`src/rtl/rs485_pkg.sv`:
```
// Shared types and constants for the RS485 transmit path.
package rs485_pkg;

    typedef enum logic [2:0] {
        ST_IDLE,
        ST_FETCH,
        ST_LOAD,
        ST_LEAD,
        ST_START,
        ST_DATA,
        ST_STOP,
        ST_TAIL
    } tx_state_t;

    typedef enum logic {
        BYTE_HI,
        BYTE_LO
    } byte_sel_t;

    localparam int   UART_DATA_BITS = 8;
    localparam logic TX_IDLE        = 1'b1;

endpackage

```
`src/rtl/rs485_baud_tick.sv`:
```
// Free-running bit-period counter; restart holds it at zero so the first bit of a frame is full length.
module rs485_baud_tick #(
    parameter int CLKS_PER_BIT = 16
) (
    input  logic i_clk,
    input  logic i_rst,
    input  logic i_restart,
    output logic o_bit_tick,
    output logic o_pre_tick
);

    localparam int            CW   = $clog2(CLKS_PER_BIT);
    localparam logic [CW-1:0] LAST = CW'(CLKS_PER_BIT - 1);
    localparam logic [CW-1:0] PRE  = CW'(CLKS_PER_BIT - 2);

    logic [CW-1:0] r_count;

    always_ff @(posedge i_clk) begin
        if (i_rst || i_restart) begin
            r_count <= '0;
        end else if (r_count == LAST) begin
            r_count <= '0;
        end else begin
            r_count <= r_count + CW'(1);
        end
    end

    // pre_tick marks the second-to-last cycle so registered outputs can land on the last one.
    assign o_bit_tick = (r_count == LAST);
    assign o_pre_tick = (r_count == PRE);

endmodule

```
`src/rtl/rs485_frame_tx.sv`:
```
// Pops 16-bit words from the FIFO and sends each as two 8N1 frames (high byte first),
// managing the half-duplex driver enable with lead and tail guard times.
module rs485_frame_tx
    import rs485_pkg::*;
#(
    parameter int CLKS_PER_BIT = 16,
    parameter int LEAD_BITS    = 1,
    parameter int TAIL_BITS    = 1
) (
    input  logic        clk,
    input  logic        rst,
    input  logic        enable,
    input  logic        fifo_empty,
    output logic        fifo_rd,
    input  logic [15:0] fifo_data,
    output logic        tx,
    output logic        tx_enable,
    output logic        busy,
    output logic        tx_complete,
    output logic [15:0] words_sent
);

    localparam int LEAD_CYC  = LEAD_BITS * CLKS_PER_BIT;
    localparam int TAIL_CYC  = TAIL_BITS * CLKS_PER_BIT;
    localparam int GUARD_MAX = (LEAD_CYC > TAIL_CYC) ? LEAD_CYC : TAIL_CYC;
    localparam int GW        = (GUARD_MAX > 1) ? $clog2(GUARD_MAX) : 1;
    localparam logic [GW-1:0] LEAD_LAST = GW'((LEAD_CYC > 0) ? LEAD_CYC - 1 : 0);
    localparam logic [GW-1:0] TAIL_LAST = GW'((TAIL_CYC > 0) ? TAIL_CYC - 1 : 0);

    tx_state_t   r_state;
    byte_sel_t   r_byte_sel;
    logic [15:0] r_shreg;
    logic [7:0]  r_byte;
    logic [2:0]  r_bit_cnt;
    logic [GW-1:0] r_guard;
    logic        r_tx;
    logic        r_tx_enable;
    logic        r_fifo_rd;
    logic        r_busy;
    logic        r_tx_complete;
    logic [15:0] r_words_sent;

    logic        w_restart;
    logic        w_bit_tick;
    logic        w_pre_tick;
    logic        w_can_start;
    logic [7:0]  w_cur_byte;

    assign w_restart   = (r_state == ST_IDLE) || (r_state == ST_FETCH) || (r_state == ST_LOAD);
    assign w_can_start = enable && !fifo_empty;
    assign w_cur_byte  = (r_byte_sel == BYTE_HI) ? r_shreg[15:8] : r_shreg[7:0];

    rs485_baud_tick #(
        .CLKS_PER_BIT(CLKS_PER_BIT)
    ) u_baud (
        .i_clk      (clk),
        .i_rst      (rst),
        .i_restart  (w_restart),
        .o_bit_tick (w_bit_tick),
        .o_pre_tick (w_pre_tick)
    );

    // Every output is set on the edge that enters the state it belongs to, so all are registered.
    always_ff @(posedge clk) begin
        if (rst) begin
            r_state       <= ST_IDLE;
            r_byte_sel    <= BYTE_HI;
            r_shreg       <= '0;
            r_byte        <= '0;
            r_bit_cnt     <= '0;
            r_guard       <= '0;
            r_tx          <= TX_IDLE;
            r_tx_enable   <= 1'b0;
            r_fifo_rd     <= 1'b0;
            r_busy        <= 1'b0;
            r_tx_complete <= 1'b0;
            r_words_sent  <= '0;
        end else begin
            r_fifo_rd     <= 1'b0;
            r_tx_complete <= 1'b0;
            case (r_state)
                ST_IDLE: begin
                    if (w_can_start) begin
                        r_state   <= ST_FETCH;
                        r_fifo_rd <= 1'b1;
                        r_busy    <= 1'b1;
                    end
                end
                ST_FETCH: begin
                    r_state <= ST_LOAD;
                end
                ST_LOAD: begin
                    r_shreg     <= fifo_data;
                    r_byte_sel  <= BYTE_HI;
                    r_tx_enable <= 1'b1;
                    // A driver that is already on means we are mid-burst: no lead time.
                    if (r_tx_enable || (LEAD_CYC == 0)) begin
                        r_state <= ST_START;
                        r_tx    <= 1'b0;
                    end else begin
                        r_state <= ST_LEAD;
                        r_guard <= '0;
                    end
                end
                ST_LEAD: begin
                    if (r_guard == LEAD_LAST) begin
                        r_state <= ST_START;
                        r_tx    <= 1'b0;
                    end else begin
                        r_guard <= r_guard + GW'(1);
                    end
                end
                ST_START: begin
                    if (w_bit_tick) begin
                        r_state   <= ST_DATA;
                        r_tx      <= w_cur_byte[0];
                        r_byte    <= w_cur_byte >> 1;
                        r_bit_cnt <= '0;
                    end
                end
                ST_DATA: begin
                    if (w_bit_tick) begin
                        if (r_bit_cnt == 3'(UART_DATA_BITS - 1)) begin
                            r_state <= ST_STOP;
                            r_tx    <= TX_IDLE;
                        end else begin
                            r_tx      <= r_byte[0];
                            r_byte    <= r_byte >> 1;
                            r_bit_cnt <= r_bit_cnt + 3'd1;
                        end
                    end
                end
                ST_STOP: begin
                    if ((r_byte_sel == BYTE_LO) && w_pre_tick) begin
                        r_tx_complete <= 1'b1;
                        r_words_sent  <= r_words_sent + 16'd1;
                    end
                    if (w_bit_tick) begin
                        if (r_byte_sel == BYTE_HI) begin
                            r_byte_sel <= BYTE_LO;
                            r_state    <= ST_START;
                            r_tx       <= 1'b0;
                        end else if (w_can_start) begin
                            r_state   <= ST_FETCH;
                            r_fifo_rd <= 1'b1;
                        end else if (TAIL_CYC == 0) begin
                            r_state     <= ST_IDLE;
                            r_tx_enable <= 1'b0;
                            r_busy      <= 1'b0;
                        end else begin
                            r_state <= ST_TAIL;
                            r_guard <= '0;
                        end
                    end
                end
                ST_TAIL: begin
                    if (r_guard == TAIL_LAST) begin
                        r_state     <= ST_IDLE;
                        r_tx_enable <= 1'b0;
                        r_busy      <= 1'b0;
                    end else begin
                        r_guard <= r_guard + GW'(1);
                    end
                end
                default: begin
                    r_state <= ST_IDLE;
                end
            endcase
        end
    end

    assign tx          = r_tx;
    assign tx_enable   = r_tx_enable;
    assign fifo_rd     = r_fifo_rd;
    assign busy        = r_busy;
    assign tx_complete = r_tx_complete;
    assign words_sent  = r_words_sent;

endmodule
```
`config.mk`:
```
export PLATFORM = sky130hd
export DESIGN_NAME = rs485_frame_tx
export DESIGN_NICKNAME = d
export VERILOG_FILES = /design/src/rtl/rs485_pkg.sv /design/src/rtl/rs485_baud_tick.sv /design/src/rtl/rs485_frame_tx.sv
export SDC_FILE = /design/constraint.sdc
export NUM_CORES = 1
export LEC_CHECK = 0
export ABC_AREA = 1
export ABC_CLOCK_PERIOD_IN_PS = 3100
export CORE_ASPECT_RATIO = 0.9
export CORE_MARGIN = 5
export CORE_UTILIZATION = 35
export DETAILED_ROUTE_END_ITERATION = 10
export PLACE_DENSITY = 0.55
export SYNTH_ARGS = -nofsm -noshare
export SYNTH_HDL_FRONTEND = slang
export SYNTH_HIERARCHICAL = 1
export SYNTH_SLANG_ARGS = --single-unit
```
`constraint.sdc`:
```
create_clock -name clk -period 3.1 [get_ports clk]
set_clock_uncertainty 0.05 [all_clocks]
set_input_delay 0.31 -clock clk [delete_from_list [all_inputs] [get_ports clk]]
set_output_delay 0.31 -clock clk [all_outputs]
set_load 0.02 [all_outputs]
```
# --- Word level (Yosys, flattened, before mapping) ---
# Cells that the tools add are included.
word_totals:
  register_bits: 60
  elab_cells: 111
  romBits: 0
  latchBits: 0
  out_inout_bits: 21
  n_memories: 0
  ram_bits: 0
classes:
  add_sub_neg: 4
  magnitude_cmp: 0
  div: 0
  muxes: 44
  mul: 0
  eq_ne: 25
  bitwise_logic: 1
  reduce_logical: 24
  shift: 0
op_table:
  columns: ["op", "count"]
  rows:
  - ["2-to-1 mux 3 bit", 13]
  - ["2-to-1 mux 8 bit", 4]
  - ["case mux 3 bit (8 select lines)", 1]
  - ["!= test 2 bit, second input constant", 11]
  - ["2-to-1 mux 4 bit", 5]
  - ["adder 16 x 1 -> 16 bit, second input constant", 1]
  - ["case mux 8 bit (2 select lines)", 1]
  - ["== test 3 bit, second input constant", 5]
  - ["AND reduction 7 bit", 2]
  - ["2-to-1 mux 1 bit", 13]
  - ["== test 4 bit, second input constant", 3]
  - ["case mux 4 bit (3 select lines)", 1]
  - ["adder 4 x 1 -> 4 bit, second input constant", 2]
  - ["case mux 1 bit (2 select lines)", 4]
  - ["nonzero test 2 bit", 4]
  - ["== test 3 x 2 -> 1 bit, second input constant", 2]
  - ["!= test 2 x 1 -> 1 bit, second input constant", 3]
  - ["case mux 3 bit (2 select lines)", 1]
  - ["AND reduction 2 bit", 3]
  - ["AND reduction 6 bit", 1]
  - ["OR reduction 2 bit", 3]
  - ["case mux 1 bit (5 select lines)", 1]
  - ["nonzero test 5 bit", 1]
  - ["AND reduction 4 bit", 1]
  - ["other kinds (9)", 12]

# --- Logic depth before layout (Yosys ltp) ---
# Gate-level depths: netlist of the first run.
depth:
  ltp_word: 6
  ltp_mapped: 11
  depth_no_buf: 11

# --- Cells and area by module ---
# The synthesis of the first run kept the hierarchy.
modules_own_cells:
  columns: ["module", "instances", "area_each_um2", "seq_area_each_um2", "cells_per_inst"]
  rows:
  - ["rs485_frame_tx", 1, 2852.7, 1101.1, 422]
  - ["rs485_baud_tick", 1, 178.9, 80.1, 21]

# --- Worst setup path after synthesis of the first run ---
# No wires, ideal clock.
synth_timing:
  kind: "register to register"
  from: "register u_baud.r_count[0]"
  to: "register r_guard[3]"
  stages_incl_launch_ff: 11
  path_slack_ns: 1.561
  arrival_ns: 1.376
  t_required_ns: 2.937
  path_cell_list: "dfxtp_1 -> ha_1 -> nand3_1 -> inv_1 -> inv_1 -> nand3_1 -> nand2_1 -> nor2_8 -> nand2_4 -> nor2_1 -> nor2_1"
synth_between:
  elab_chain_cells: 3
synth_lines:
  columns: ["element", "line", "rtl"]
  rows:
  - ["start, declared", "rs485_baud_tick.sv:16", "logic [CW-1:0] r_count;"]
  - ["start signal, assigned", "rs485_baud_tick.sv:24", "r_count <= r_count + CW'(1);"]
  - ["== test 4 bit", "rs485_baud_tick.sv:29", "assign o_bit_tick = (r_count == LAST);"]
  - ["net w_bit_tick", "rs485_frame_tx.sv:44", "logic w_bit_tick;"]
  - ["!= test 2 x 1 -> 1 bit (no source line)", null, null]
  - ["AND reduction 6 bit (no source line)", null, null]
  - ["end signal, assigned", "rs485_frame_tx.sv:110", "r_guard <= r_guard + GW'(1);"]
  - ["end signal, assigned", "rs485_frame_tx.sv:162", "r_guard <= r_guard + GW'(1);"]
  - ["end, declared", "rs485_frame_tx.sv:35", "logic [GW-1:0] r_guard;"]
# The timed path passes the listed nets, and every way through them passes these cells.
# A chain may end at the register's enable or synchronous reset.

# --- Final worst setup path of the first run ---
layout_timing:
  from: "register r_state[2]"
  to: "register r_tx, in the netlist tx"
layout_between:
  elab_chain_cells: 3
  elab_cells_between_ends: 14
  cone_classes: "eq/ne: 11; mux: 1; reduce/logical: 2"
layout_lines:
  columns: ["element", "line", "rtl"]
  rows:
  - ["start, declared", "rs485_frame_tx.sv:30", "tx_state_t r_state;"]
  - ["start signal, assigned", "rs485_frame_tx.sv:66", "r_state <= ST_IDLE;"]
  - ["start signal, assigned", "rs485_frame_tx.sv:84", "r_state <= ST_FETCH;"]
  - ["start signal, assigned", "rs485_frame_tx.sv:90", "r_state <= ST_LOAD;"]
  - ["== test 3 x 2 -> 1 bit / == test 3 bit (equally long branches)", "rs485_frame_tx.sv:81", "case (r_state)"]
  - ["nonzero test 5 bit (no source line), or another cell as far along", null, null]
  - ["AND reduction 7 bit (no source line)", null, null]
  - ["end signal, assigned", "rs485_frame_tx.sv:116", "r_tx <= w_cur_byte[0];"]
  - ["end signal, assigned", "rs485_frame_tx.sv:127", "r_tx <= r_byte[0];"]
  - ["end, declared", "rs485_frame_tx.sv:36", "logic r_tx;"]
# Parallel ways exist; a longest one is shown, timed or not.

==> results.md, run 1 <==
- The number of design-rule violations left by the first detailed-router iteration is 123.
- The die covers 10,600 um2.
- The routed via count is 2,725.
- For this run the aggregate overflow at the end of global routing stands at 0.
- The worst-case vdd ir drop is 0.000240 V.
- The largest total area in the synthesized netlist belongs to sky130_fd_sc_hd__dfxtp_1.
- The initial antenna violation count is 0.
- The tree built by TritonCTS fans out to 59 sinks.
- The average footprint of a synthesized cell is 6.84 um2.
- For this design the ratio of total power to cell area is 638 nW/um2.
- For this configuration, the core starts out at a cell density of 35.5%.
- Synthesis inferred 59 register bits.
- The area share of the leading cell type in the synthesized netlist is 39.0%.
- The ratio of final minimum period to clock period is 70.3%.
- The count of buffers added on input and output ports is 40.
- The total leakage power is 1.56 nW.
- The final hold violation count is 0.
- After detailed routing, the number of vias per cell comes to 4.50.
- Counting every net in the synthesized netlist gives 469.
- The summed negative setup slack over all endpoints is 0 ps.
- Summing all multi-input logic gate instances after layout gives 1510 um2.
- The overall die width is 108 um.
- The first-pass detailed-route iteration total is 4.
- The worst setup path is of the reg2reg kind.
- Synthesis handed over a netlist of 443 instances.
- Sequential elements use 39.0% of the synthesized area.
- The worst slew margin relative to its limit is 26.7%.
- The TritonCTS clock tree is yes.
- The setup fix buffers added after clock tree synthesis is 0.
- The design draws 0.00236 W.
- For the worst-skew pair, the clock arrives at the later sink with an insertion delay of 330 ps.
- The floorplan step defined a core boundary enclosing 8530 um2.
- The synthesized netlist contains 38 unique library cells.
- The mapped netlist covers 3030 um2.
- After clock tree synthesis, the clock-pin slew on the worst setup and hold paths is 70 ps.
- The synthesized design contains 0 enable-type register cells.
- In the routed design, unresolved DRC markers number 0.
- The post-detailed-route wirelength per cell is 11.8 um.
- The run finished with clean final reports.
- In this run the deepest clock path goes through 2 buffers.
- The critical path endpoint category is a flop.
- The quantity of hold-fixing buffers added after cts is 0.
- For this run, the leading register cell type out of synthesis is sky130_fd_sc_hd__dfxtp_1.
- By area the synthesized netlist is led by sky130_fd_sc_hd__dfxtp_1 (39%), sky130_fd_sc_hd__nand2_1 (14%), sky130_fd_sc_hd__nor2_1 (8.2%), sky130_fd_sc_hd__inv_1 (7.2%), sky130_fd_sc_hd__o21ai_0 (5.0%).
- The slew at the pin with the worst max-slew slack is 1100 ps.
- Once detail routing completed, the nets flagged for antenna violations numbered 0.
- The detailed placement HPWL is 4930 um.
- The share of flip-flops with an asynchronous set or reset is 0%.
- The via count of the first global-routing pass is 2,610.
- In the final design database the tool counted 508 nets.
- The clock root buffer is sky130_fd_sc_hd__clkbuf_8.
- The met2 layer usage reported by global route is 21.9%.
- STA classifies the critical path startpoint as a flop.
- The commonest cells after synthesis are sky130_fd_sc_hd__nand2_1 (116), sky130_fd_sc_hd__nor2_1 (66), sky130_fd_sc_hd__dfxtp_1 (59), sky130_fd_sc_hd__inv_1 (58), sky130_fd_sc_hd__o21ai_0 (30).
- The number of H-tree levels is 3.
- At the worst endpoint, the arrival time is 2300 ps.
- The maximum fanout count along the critical path is 29.
- In this run the most used layer during global routing was met2.
- Measured along the y axis, the die boundary spans 98.3 um.
- The Yosys step of the flow raised 6 warnings.
- The total detailed-routing wirelength is 7150 um.
- The filler cells instantiated in the layout total 909.
- Yosys instantiated no cell more often than sky130_fd_sc_hd__nand2_1.
- Registers take 1180 um2.
- The number of gates resized after cts is 0.
- The data required time of the critical path is 3220 ps.
- Setup violations remaining at the end of the flow were counted as 0.
- Entering global routing, the biggest net connects 36 pins.
- The kind of path behind the tightest hold check is reg2reg.
- The number of max-slew violations in the final report is 0.
- The minimum clock period is 2180 ps.
- 41 I/O pins were placed.
- The total global routing track utilization is 14.2%.
- The max-cap violation count is 0.
- The weighted congestion at the end of routability-driven global placement is 0.813.
- 0 antenna diodes ended up in the layout.
- Setup repair after global routing left no endpoint under its margin.
- Compared with the post-synthesis result, the final layout area differs by 21.8%.
- The peak clock frequency supported by timing is 459 MHz.
- Counting the buffers created by CTS gives 9.
- The share of layout cells above drive strength 1 is 9.03%.
- The met3 usage is 4.76%.
- The first global-routing pass estimated 12,100 um of wire.
- Row generation in the floorplan step produced 32 rows.
- The met1 routing resource usage after global routing is 18.7%.
==> stage by stage <==
| stage | cell area, um2 | utilization, % | hold WS (ps) | cells | setup WS (ps) |
|---|---|---|---|---|---|
| floorplan | 3030 | - | 374 | 443 | 1560 |
| global placement | 3500 | 41.0 | 384 | 590 | 949 |
| detailed placement | 3500 | 41.0 | 389 | 590 | 943 |
| CTS | 3690 | 43.3 | 400 | 606 | 931 |
| global route | 3690 | 43.3 | 414 | 606 | 734 |
| finish | 3690 | 43.3 | 398 | 606 | 921 |
==> worst max-delay path, cell delays in order, from the launching register on <==
cell and delay (ps):
sky130_fd_sc_hd__dfxtp_1 650, sky130_fd_sc_hd__inv_1 220, sky130_fd_sc_hd__nand3_2 450, sky130_fd_sc_hd__inv_2 200
sky130_fd_sc_hd__a21oi_1 250, sky130_fd_sc_hd__nand2_1 80, sky130_fd_sc_hd__nand2_1 60, sky130_fd_sc_hd__nand3_1 50
==> layout by cell type (no fill, tap or decap), types with 6 or more instances in the layout <==
| cell type | instances |
|---|---|
| sky130_fd_sc_hd__o21ai_0 | 30 |
| sky130_fd_sc_hd__clkdlybuf4s50_1 | 40 |
| sky130_fd_sc_hd__clkbuf_8 | 10 |
| sky130_fd_sc_hd__nand4_1 | 7 |
| sky130_fd_sc_hd__nand3_1 | 17 |
| sky130_fd_sc_hd__nand2_1 | 116 |
| sky130_fd_sc_hd__nor2_1 | 66 |
| sky130_fd_sc_hd__ha_1 | 6 |
| sky130_fd_sc_hd__inv_1 | 58 |
| sky130_fd_sc_hd__dfxtp_1 | 59 |
| sky130_fd_sc_hd__a21oi_1 | 29 |
==> kinds of logic (layout without fill, tap and decap cells) <==
| logic type | count (synthesis) | after routing | synth area share [%] |
|---|---|---|---|
| flip-flops | 59 | 59 | 39.0 |
| adder cells (fa/ha/maj) | 6 | 6 | 2.48 |
| AND/OR/NAND/NOR | 230 | 230 | 34.4 |
| AO/OA/AOI/OAI | 65 | 65 | 11.5 |
| XOR/XNOR | 5 | 5 | 1.44 |
| buffers and inverters | 78 | 122 | 11.2 |
==> power breakdown <==
part           total [W]  leakage [nW]  switching [W]  internal (W)
Clock           0.000699        0.0991       0.000310      0.000389
Sequential      0.000958         0.478      0.0000971      0.000861
Combinational   0.000699         0.980       0.000441      0.000257
Total            0.00236          1.56       0.000848       0.00151
==> path summary, 6_finish.rpt <==
kind          startpoint          end  slack (ps)  depth (start not counted)
max           r_state[2]           tx         920                          7
min          r_shreg[14]  r_shreg[14]         400                          2
max reg2reg   r_state[2]           tx         920                          7
min reg2reg  r_shreg[14]  r_shreg[14]         400                          2
==> layer usage <==
metal	part of all wire (%)	routed length, um
met1	50	3590
met4	0.73	52
met3	5.5	392
met5	0	0
met2	44	3110
==> sequential cells by signal, summed over array words and instances, names as in the netlist, 3 cells and up <==
signal          flops
r_shreg            16
u_baud/r_count      4
r_state             3
words_sent         16
r_bit_cnt           3
r_byte              7
r_guard             4
==> area by class of cell <==
type	instances	share of cell area, %
clock buffers	11	3.83
clock inverters	5	1.42
inverters	64	6.57
multi-input cells	306	40.9
flip-flops and latches	59	32.0
well taps	119	4.03
repair buffers	42	11.3
(Power assumes the default switching activity.)
==> run 2, diff against run 1 <==
- ABC_CLOCK_PERIOD_IN_PS: 3100 -> 1800
- PLACE_DENSITY: 0.55 -> 0.57
- clock period: 3.1 -> 1.8 ns (I/O delays scaled with it)
==> results.md, run 2 (synthesized netlist as in run 1, its figures left out) <==
- Result of the run: completed (unchanged).
- The synthesis-to-layout area growth is 24.8% (was 21.8%).
- The detailed placement HPWL is 4990 um (was 4930 um).
- The residual DRC count is 0 (unchanged).
- The number of H-tree levels is 3 (unchanged).
- The clock root buffer is sky130_fd_sc_hd__clkbuf_8 (unchanged).
- The maximum fanout count along the critical path is 5 (was 29).
- The total CTS buffers is 9 (unchanged).
- The area of the die is 10,600 um2 (unchanged).
- Ordered list of cells on the worst path: clkdlybuf4s50_1 (was inv_1 > nand3_2 > inv_2 > a21oi_1 > nand2_1 > nand2_1 > nand3_1).
- The number of standard-cell rows in the floorplan was 32 (unchanged).
- The detailed-route vias per instance is 4.57 (was 4.50).
- The total detailed-routing wirelength was 7150 um (about the same).
- The layer with the highest usage after global routing was met2 (unchanged).
- The slew at the pin with the worst max-slew slack is 357 ps (was 1100 ps).
- The combinational power share is 28.8% (was 29.7%).
- The max-cap violation count was 0 (unchanged).
- The ratio of final minimum period to clock period is 91.4%.
- The final net count is 511 (was 508).
- The maximum number of pins on one net before global-route repair was 33 (was 36).
- The routed via count is 2,782 (was 2,725).
- The switching power of the nets was 0.00149 W (was 0.000848 W).
- The TritonCTS clock tree is yes (unchanged).
- For the finished layout, the period the worst path requires is 1650 ps.
- The quantity of hold-fixing buffers added after cts came to 0 (unchanged).
- The total leakage power is 1.60 nW (was 1.56 nW).
- The delay contributed by the slowest stage of the critical path came to 650 ps (about the same).
- Setup repair after global routing missed its margin: false (unchanged).
- The via count of the first global-routing pass came to 2,554 (was 2,610).
- The initial antenna violation count was 0 (unchanged).
- The worst-case vdd ir drop is 0.000432 V (was 0.000240 V).
- The share of layout cells above drive strength 1 is 10.2% (was 9.03%).
- The data required time of the critical path came to 1570 ps (was 3220 ps).
- The placeable core area was 8530 um2 (unchanged).
- The initial standard-cell utilization of the core is 35.5% (unchanged).
- The post-detailed-route wirelength per cell is 11.7 um (was 11.8 um).
- The post-route worst hold slack came to 354 ps (was 398 ps).
- The kind of path behind the tightest hold check is in2reg (was reg2reg).
- The total inserted antenna cells is 0 (unchanged).
- Most used cells in the layout excluding fill and tap cells: sky130_fd_sc_hd__nand2_1 (115), sky130_fd_sc_hd__nor2_1 (66), sky130_fd_sc_hd__dfxtp_1 (58), sky130_fd_sc_hd__inv_1 (57), sky130_fd_sc_hd__clkdlybuf4s50_1 (40) (was sky130_fd_sc_hd__nand2_1 (116), sky130_fd_sc_hd__nor2_1 (66), sky130_fd_sc_hd__dfxtp_1 (59), sky130_fd_sc_hd__inv_1 (58), sky130_fd_sc_hd__clkdlybuf4s50_1 (40)).
- The part of the total power dissipated in the clock network is 33.6% (was 29.7%).
- The critical register-to-register path startpoint is u_baud/r_count[1] (was r_state[2]).
- The clock latency at the later pin of the worst-skew pair is 330 ps (about the same).
- The number of buffers inserted by port buffering was 40 (unchanged).
- The number of gates on the worst path with buffers counted is 1 (was 7).
- The leading cell type in the layout, fill and taps excluded is sky130_fd_sc_hd__nand2_1 (unchanged).
- The met2 layer usage reported by global route is 21.0% (was 21.9%).
- The arrival time of data at the critical path endpoint is 1420 ps (was 2300 ps).
- The summed negative setup slack over all endpoints is 0 ps (unchanged).
- The power density of the placed cells came to 1160 nW/um2 (was 638 nW/um2).
- The final hold violation count came to 0 (unchanged).
- The critical path's top delay family is buffers and inverters (was flip-flops).
- The first-pass detailed-route iteration total was 4 (unchanged).
- The internal portion of total power is 0.00291 W (was 0.00151 W).
- For this run, the top clock speed supported by timing is 608 MHz.
- The number of max-slew violations in the final report is 0 (unchanged).
- The buffering stage count on the worst path with inverters included is 1 (was 2).
- The post-detailed-route count of antenna-violating nets came to 0 (unchanged).
- The wire length of the first global-routing pass is 12,300 um (was 12,100 um).
- The critical path endpoint category is an output pin (was flop).
- The number of design-rule violations left by the first detailed-router iteration is 168 (was 123).
- The aggregate global routing overflow was 0 (unchanged).
- The met3 usage was 5.42% (was 4.76%).
- The weighted congestion at the end of routability-driven global placement is 0.877 (was 0.813).
- The worst slew margin relative to its limit is 76.2% (was 26.7%).
- The critical-path cell with the highest stage delay is sky130_fd_sc_hd__clkdlybuf4s50_1 (was sky130_fd_sc_hd__dfxtp_1).
- The critical path startpoint category is a flop (unchanged).
- The buffer levels on the longest clock path is 2 (unchanged).
- The met1 routing resource usage after global routing is 20.1% (was 18.7%).
- The sequential group share of total power is 37.5% (was 40.7%).
- The clock sink count is 59 (unchanged).
- The clock transition at the registers of the reported paths is 70 ps (about the same).
- The startpoint of the most critical setup path is words_sent[0] (was r_state[2]).
- The worst hold path startpoint is fifo_data[5] (was r_shreg[14]).
- The I/O pin count is 41 (unchanged).
- The kind of critical path is reg2out (was reg2reg).
- The overall die width is 108 um (unchanged).
- The final count of negative-setup-slack endpoints is 0 (unchanged).
- The proportion of total power due to net switching is 33.8% (was 36.0%).
- The depth of the worst register-to-register path is 11 (was 7).
- The instance count along the most critical hold path is 3 (was 2).
- The total global routing track utilization was 14.4% (was 14.2%).
- The floorplan die height is 98.3 um (unchanged).
## run 2: layout make-up
| cell class | instances | area (um2) |
|---|---|---|
| multi-input cells | 306 | 1520 |
| repair buffers | 45 | 450 |
| clock inverters | 5 | 100 |
| well taps | 119 | 149 |
| inverters | 64 | 243 |
| fillers | 902 | 4740 |
| flip-flops and latches | 59 | 1180 |
| clock buffers | 11 | 141 |
## run 2: worst paths after layout
check,endpoint,slack [ps]
setup / recovery,words_sent[0],150
hold / removal,r_shreg[5],350
setup reg to reg,r_guard[3],170
hold reg to reg,r_shreg[13],400
## run 2: layer usage
metal | vias up | wire length [um] | share of wire, %
met3 | 8 | 422 | 5.9
met4 | 0 | 66 | 0.92
li1 | 1470 | - | -
met1 | 1241 | 3660 | 51
met5 | - | 0 | 0
met2 | 63 | 3000 | 42
## run 2: power groups by stage
stage	clock network, W	registers [W]	logic, W
after floorplan	0	0.00164	0.000986
after global placement	0	0.00167	0.00125
after CTS	0.00153	0.00165	0.00127
final	0.00148	0.00165	0.00127
after detailed placement	0	0.00167	0.00126
after global routing	0.00159	0.00167	0.00144
## run 2: per-stage QoR
step | worst slack [ps] | std cells | area [um2] | util, % | total power [W]
finish | 155 | 609 | 3780 | 44.4 | 0.00440
global route | 4.44 | 609 | 3780 | 44.4 | 0.00471
CTS | 52.4 | 609 | 3770 | 44.3 | 0.00444
detailed placement | 73.0 | 593 | 3530 | 41.4 | 0.00293
global placement | 171 | 593 | 3530 | 41.4 | 0.00292
floorplan | 261 | 443 | 3030 | - | 0.00263
## run 2: what timing repair did
action                                  4_1_cts  5_1_grt
endpoints found under the setup margin        0        9
buffers inserted                              0        0
resized for setup                             0        4
==> run 3, diff against run 2 <==
- TNS_END_PERCENT: not set -> 50
==> results of run 3 <==
The final DEF is identical to that of run 2; final timing and power are the same.
